==> src/rtl/sha_pkg.sv <==
// rtl/sha_pkg.sv - shared SHA-256 types and constants
// Working-state struct, digest word array and the standard initial hash value.
package sha_pkg;

    typedef struct packed {
        logic [31:0] a;
        logic [31:0] b;
        logic [31:0] c;
        logic [31:0] d;
        logic [31:0] e;
        logic [31:0] f;
        logic [31:0] g;
        logic [31:0] h;
    } HashState;

    typedef logic [7:0][31:0] Digest;

    // Element [0] is H0; the packed concatenation lists [7] first.
    localparam Digest SHA256_IV = {
        32'h5be0cd19, 32'h1f83d9ab, 32'h9b05688c, 32'h510e527f,
        32'ha54ff53a, 32'h3c6ef372, 32'hbb67ae85, 32'h6a09e667
    };

    function automatic Digest state_words(input HashState s);
        Digest w;
        w[0] = s.a;
        w[1] = s.b;
        w[2] = s.c;
        w[3] = s.d;
        w[4] = s.e;
        w[5] = s.f;
        w[6] = s.g;
        w[7] = s.h;
        return w;
    endfunction

endpackage

==> src/rtl/sha_digest_fifo.sv <==
// rtl/sha_digest_fifo.sv - synchronous FIFO holding completed digests
// A push into a full FIFO is accepted only when a pop retires the head in the same cycle.
module sha_digest_fifo #(
    parameter int DEPTH = 4,
    parameter int WIDTH = 256,
    localparam int AW = $clog2(DEPTH)
) (
    input  logic             clk,
    input  logic             rst,
    input  logic             push,
    input  logic [WIDTH-1:0] wdata,
    input  logic             pop,
    output logic [WIDTH-1:0] rdata,
    output logic             full,
    output logic             empty,
    output logic [AW:0]      level,
    output logic             accepted
);

    localparam logic [AW:0] FULL_LEVEL = (AW + 1)'(DEPTH);

    logic [WIDTH-1:0] mem [DEPTH];
    logic [AW-1:0]    wptr;
    logic [AW-1:0]    rptr;
    logic [AW:0]      count;
    logic             do_pop;
    logic             do_push;

    assign empty    = (count == '0);
    assign full     = (count == FULL_LEVEL);
    assign do_pop   = pop && !empty;
    assign do_push  = push && (!full || do_pop);
    assign accepted = do_push;
    assign level    = count;
    assign rdata    = mem[rptr];

    always_ff @(posedge clk or negedge rst) begin
        if (!rst) begin
            wptr  <= '0;
            rptr  <= '0;
            count <= '0;
        end else begin
            if (do_push) wptr <= wptr + AW'(1);
            if (do_pop)  rptr <= rptr + AW'(1);
            case ({do_push, do_pop})
                2'b10:   count <= count + (AW + 1)'(1);
                2'b01:   count <= count - (AW + 1)'(1);
                default: count <= count;
            endcase
        end
    end

    // Storage carries no reset; entries are only visible once written.
    always_ff @(posedge clk) begin
        if (do_push) mem[wptr] <= wdata;
    end

endmodule

==> src/rtl/sha_digest_finalizer.sv <==
// rtl/sha_digest_finalizer.sv - SHA-256 feed-forward add, chaining and digest output FIFO
// Optional digest push counter (count_o) enabled by SHA_FINALIZE_COUNT_EN.
module sha_digest_finalizer
    import sha_pkg::*;
#(
    parameter int FIFO_DEPTH = 4
) (
    input  logic                          clk,
    input  logic                          rst,
    input  HashState                      state_i,
    input  logic                          valid_i,
    input  logic                          newblock_i,
    input  logic                          lastblock_i,
    output logic [7:0][31:0]              digest_o,
    output logic                          digest_valid_o,
    input  logic                          digest_ready_i,
    output logic [$clog2(FIFO_DEPTH):0]   level_o,
    output logic                          overflow_o
`ifdef SHA_FINALIZE_COUNT_EN
    ,
    output logic [31:0]                   count_o
`endif
);

    Digest chain;
    Digest base;
    Digest words;
    Digest sum;
    logic  push;
    logic  accepted;
    logic  full;
    logic  empty;
    logic  overflow_q;

    always_comb begin
        words = state_words(state_i);
        base  = newblock_i ? SHA256_IV : chain;
        sum   = '0;
        for (int i = 0; i < 8; i++) begin
            sum[i] = base[i] + words[i];
        end
    end

    assign push = valid_i && lastblock_i;

    // The chain follows every valid block, whether or not its digest fits in the FIFO.
    always_ff @(posedge clk or negedge rst) begin
        if (!rst) begin
            chain <= SHA256_IV;
        end else if (valid_i) begin
            chain <= sum;
        end
    end

    always_ff @(posedge clk or negedge rst) begin
        if (!rst) begin
            overflow_q <= 1'b0;
        end else if (push && !accepted) begin
            overflow_q <= 1'b1;
        end
    end

    sha_digest_fifo #(
        .DEPTH (FIFO_DEPTH),
        .WIDTH (256)
    ) u_fifo (
        .clk      (clk),
        .rst      (rst),
        .push     (push),
        .wdata    (sum),
        .pop      (digest_ready_i),
        .rdata    (digest_o),
        .full     (full),
        .empty    (empty),
        .level    (level_o),
        .accepted (accepted)
    );

    assign digest_valid_o = !empty;
    assign overflow_o     = overflow_q;

`ifdef SHA_FINALIZE_COUNT_EN
    logic [31:0] count_q;

    always_ff @(posedge clk or negedge rst) begin
        if (!rst) begin
            count_q <= '0;
        end else if (accepted) begin
            count_q <= count_q + 32'd1;
        end
    end

    assign count_o = count_q;
`endif

endmodule

==> config.mk <==
export PLATFORM = sky130hd
export DESIGN_NAME = sha_digest_finalizer
export DESIGN_NICKNAME = d
export VERILOG_FILES = /design/src/rtl/sha_pkg.sv /design/src/rtl/sha_digest_fifo.sv /design/src/rtl/sha_digest_finalizer.sv
export SDC_FILE = /design/constraint.sdc
export NUM_CORES = 2
export LEC_CHECK = 0
export BUFFER_PORTS_ARGS = -buffer_cell sky130_fd_sc_hd__buf_4
export CORE_MARGIN = 2
export CORE_UTILIZATION = 55
export DETAILED_ROUTE_END_ITERATION = 12
export GPL_TIMING_DRIVEN = 0
export PLACE_DENSITY = 0.78
export SLEW_MARGIN = 15
export SYNTH_ARGS = -nofsm -noshare
export SYNTH_HDL_FRONTEND = slang
export SYNTH_SLANG_ARGS = --single-unit
export TNS_END_PERCENT = 20
==> constraint.sdc <==
create_clock -name clk -period 18 [get_ports clk]
set_clock_uncertainty 0.1 [all_clocks]
set_input_delay 2.7 -clock clk [delete_from_list [all_inputs] [get_ports clk]]
set_output_delay 2.7 -clock clk [all_outputs]
set_load 0.01 [all_outputs]
==> impl_metrics.toml <==
[floorplanning]
die_w_um = 340
floorplan.die.height_um = 340
fp.coreArea_mm2 = 0.112
boundaryPins = 523
die_area_mm2 = 0.116
starting_density_of_the_core = 0.553
rows = 123

[worst_hold_path]
hold-path-cell-count = 2
min-delay-path-class = "reg2reg"
source_of_the_worst_hold_timing_path = "chain[94]$_DFFE_PN0P_"
worstHoldEndpoint = "chain[94]$_DFFE_PN0P_"

[synth]
synth_sequential_area_ratio = 0.604
syn-instance-count = 4176
post-synth-top-count-cell = "edfxtp_1"
post_synth_fa_ha_maj_area_fraction = 0.0573
synth-compound-area-share = 0.0829
synth_top_flop_cell = "edfxtp_1"
yosys_warnings = 0
synth-seq-cells = 1288
synth.lib_cells_used.distinct = 84
post_synthesis_cell_type_with_the_largest_combined_area = "edfxtp_1"
synthMuxAreaShare = 0.136
synth_fp_nets = 4717
mappedNetlistArea_mm2 = 0.0621
netlist_top_cells_area = "edfxtp_1 (50%), mux4_2 (9.3%), dfstp_2 (5.8%), ha_1 (5.4%), dfrtp_1 (5.2%)"
ys_async_sr_fraction = 0.205
post-synth-top-area-fraction = 0.495
dominant_combinational_cell_family_by_area_after_synthesis = "multiplexers"
synth_simple_gate_area_share = 0.0693
synthXorXnorAreaFrac = 0.0339
synth-edff-count = 1024
syn_area_per_cell_um2 = 14.9
synth_commonest_cells = "edfxtp_1 (1,024), ha_1 (270), mux4_2 (256)"

[run]
cap_viol_max_count = 0

[timing]
slew_viols_final = 0
final-hold-violation-count = 0
finalSetupViolations = 0
layout_min_cycle_time_ns = 7.27
finalHoldWorstSlack_ns = 0.375
setup-tns-final_ns = 0
final_min_period_over_clock_period = 0.404
worst-slew-pin-transition_ns = 1.28
headroom_to_the_max_slew_limit = 0.146
fmax_mhz = 138
rsz0062_at_grt = "false"

[detailed_routing]
vias_per_cell = 6.02
detail_route.drc_violations = 0
vias = 39000
postRouteAntennaNets = 0
route.detailed.wl_per_inst_um = 25.7
drt-total-wl_um = 167000
firstDrtPassIters = 5
initialDrtViolationCount = 3156

[worst_setup_path]
timing.critical_path.required_ns = 18.59
reg2reg_depth = 10
critical_path.reg2reg.startpoint = "chain[1]$_DFFE_PN1P_"
timing.critical_path.mode_cell = "clkbuf_1"
worst-setup-path-type = "in2reg"
critical_path_arrival_ns = 7.86
sort_of_element_at_the_start_of_the_critical_path = "input pin"
crit_fanout = 10
rrSetupSlack_ns = 13.88
endpoint_kind = "flop"
worst_r2r_endpoint = "u_fifo.mem[3][31]$_DFFE_PP_"
timing.critical_path.slowest_stage_cell = "clkbuf_1"
timing.critical_path.cells = "buf_4 > clkbuf_1 > clkbuf_1 > or2_2 > ha_1 > inv_1 > fa_1 > nor2b_1 > o21ai_0 > a21boi_1 > o21a_1 > a21oi_1 > o41ai_1 > a41oi_1 > xnor2_1 > mux2_2"
crit_path_max_incr_delay_ns = 0.85

[clock_tree]
clock_buffer_count_from_cts = 135
post_cts_buffers = 0
cts_tree = "yes"
holdBufCountCts = 0
worst_skew_pair_latency_ns = 0.75
cts-resized-gates = 0
cts.root.buffer_cell = "clkbuf_16"
cts.clk_slew.worst_paths_ns = 0.06
number_of_buffers_between_clock_root_and_the_deepest_sink = 3
cts-htree-levels = 4
numClockSinks = 1288

[layout]
syn_to_final_growth_pct = 17.8
layout-drive-gt1-share = 0.312
final_cell_area_mm2 = 0.0731
layout.cells.non_filler = 6482
multi_input_comb_area_mm2 = 0.0236
nNetsFinal = 5403
fillCellCount = 7898
sequential_cell_area_mm2 = 0.0375

[placement]
gp_congestion = 0.924
place.port_buffers = 522
dpl.hpwl_um = 119000
post_dp_cell_area_mm2 = 0.0686
place.detailed.instances = 6225

[global_routing]
grt_first_pass_wirelength_um = 246000
initial_antenna_violation_count = 30
global_route.overflow_total = 0
grtUsageTotal = 0.287
via_count_of_the_first_global_routing_pass = 39000
grt_start_max_net_pins = 87

[power_and_ir_drop]
leakage_nw = 27.3
vdd_ir_max_v = 0.000108
power.total_mw = 12.5
pwr_density_cell_mw_per_mm2 = 171

[status]
outcome = "completed"
## critical path, delay by kind of cell
family	cells	cell delay (ns)
buffers and inverters	4	1.84
adders and majority gates	2	0.63
xor gates and xnor gates	1	0.37
AOI/OAI and AO/OA	6	1.71
and+or+nand+nor	2	0.36
muxes	1	0.22
## kinds of logic (layout without fill, tap and decap cells)
family | after synthesis | count (layout)
xor+xnor | 240 | 240
simple gates | 819 | 819
buf+inv | 274 | 1073
compound gates | 783 | 783
flops | 1288 | 1288
mux | 493 | 493
fa+ha+maj | 279 | 279
other cells | 0 | 7
## layer usage
| layer | wire [µm] | GRT usage |
|---|---|---|
| met5 | 194 | 0 |
| met4 | 5330 | 0.0969 |
| met3 | 14700 | 0.0793 |
| met2 | 80600 | 0.470 |
| met1 | 66100 | 0.373 |
## metrics by stage
| step | worst slack [ns] | util |
|---|---|---|
| floorplan | 8.32 | - |
| global placement | 3.10 | 0.605 |
| detailed placement | 9.97 | 0.612 |
| CTS | 10.76 | 0.652 |
| global route | 10.49 | 0.652 |
| finish | 10.73 | 0.652 |
## power by group
group	total, mW	internal (mW)	switching, mW
combinational	5.04	2.18	2.85
clock	2.82	1.64	1.18
sequential	4.65	4.45	0.202
total	12.5	8.28	4.24
## sequential cells by signal, summed over array words and instances, names as in the netlist
signal        cells
u_fifo.level      3
u_fifo.mem     1024
chain           256
overflow_o        1
u_fifo.rptr       2
u_fifo.wptr       2
## area by class of cell
| type | count | area share |
|---|---|---|
| clock inverters | 66 | 0.0109 |
| plain buffers | 192 | 0.0102 |
| inverters | 82 | 0.00421 |
| repair buffers | 549 | 0.0632 |
| multi-input cells | 2614 | 0.322 |
| diodes | 7 | 0.000240 |
| flip-flops and latches | 1288 | 0.513 |
| well taps | 1500 | 0.0257 |
| clock buffers | 184 | 0.0505 |
## how the worst max path moves through the flow
stage / from / end
3_3_place_gp: valid_i / u_fifo.mem[2][200]$_DFFE_PP_
5_1_grt: newblock_i / u_fifo.mem[3][31]$_DFFE_PP_
4_1_cts: newblock_i / chain[30]$_DFFE_PN1P_
6_report: newblock_i / chain[28]$_DFFE_PN0P_
2_1_floorplan: digest_ready_i / u_fifo.mem[0][0]$_DFFE_PP_
3_5_place_dp: newblock_i / chain[30]$_DFFE_PN1P_
## cell usage in the layout, fill, tap and decap left out, types with 30 or more instances in the layout
cell,instances
a21o_1,158
a21oi_1,243
a31oi_1,30
buf_1,39
buf_4,521
clkbuf_1,172
clkbuf_16,136
dfrtp_1,128
dfstp_2,136
edfxtp_1,1024
ha_1,270
inv_1,81
mux2_2,233
mux4_2,256
nand2_1,157
nand3_1,50
nand4_1,51
nor2_1,155
nor2b_1,140
o21a_1,34
o21ai_0,109
o21bai_1,40
or2_2,140
xnor2_1,167
xor2_1,73
No activity file was read; power rests on OpenSTA's default activity.
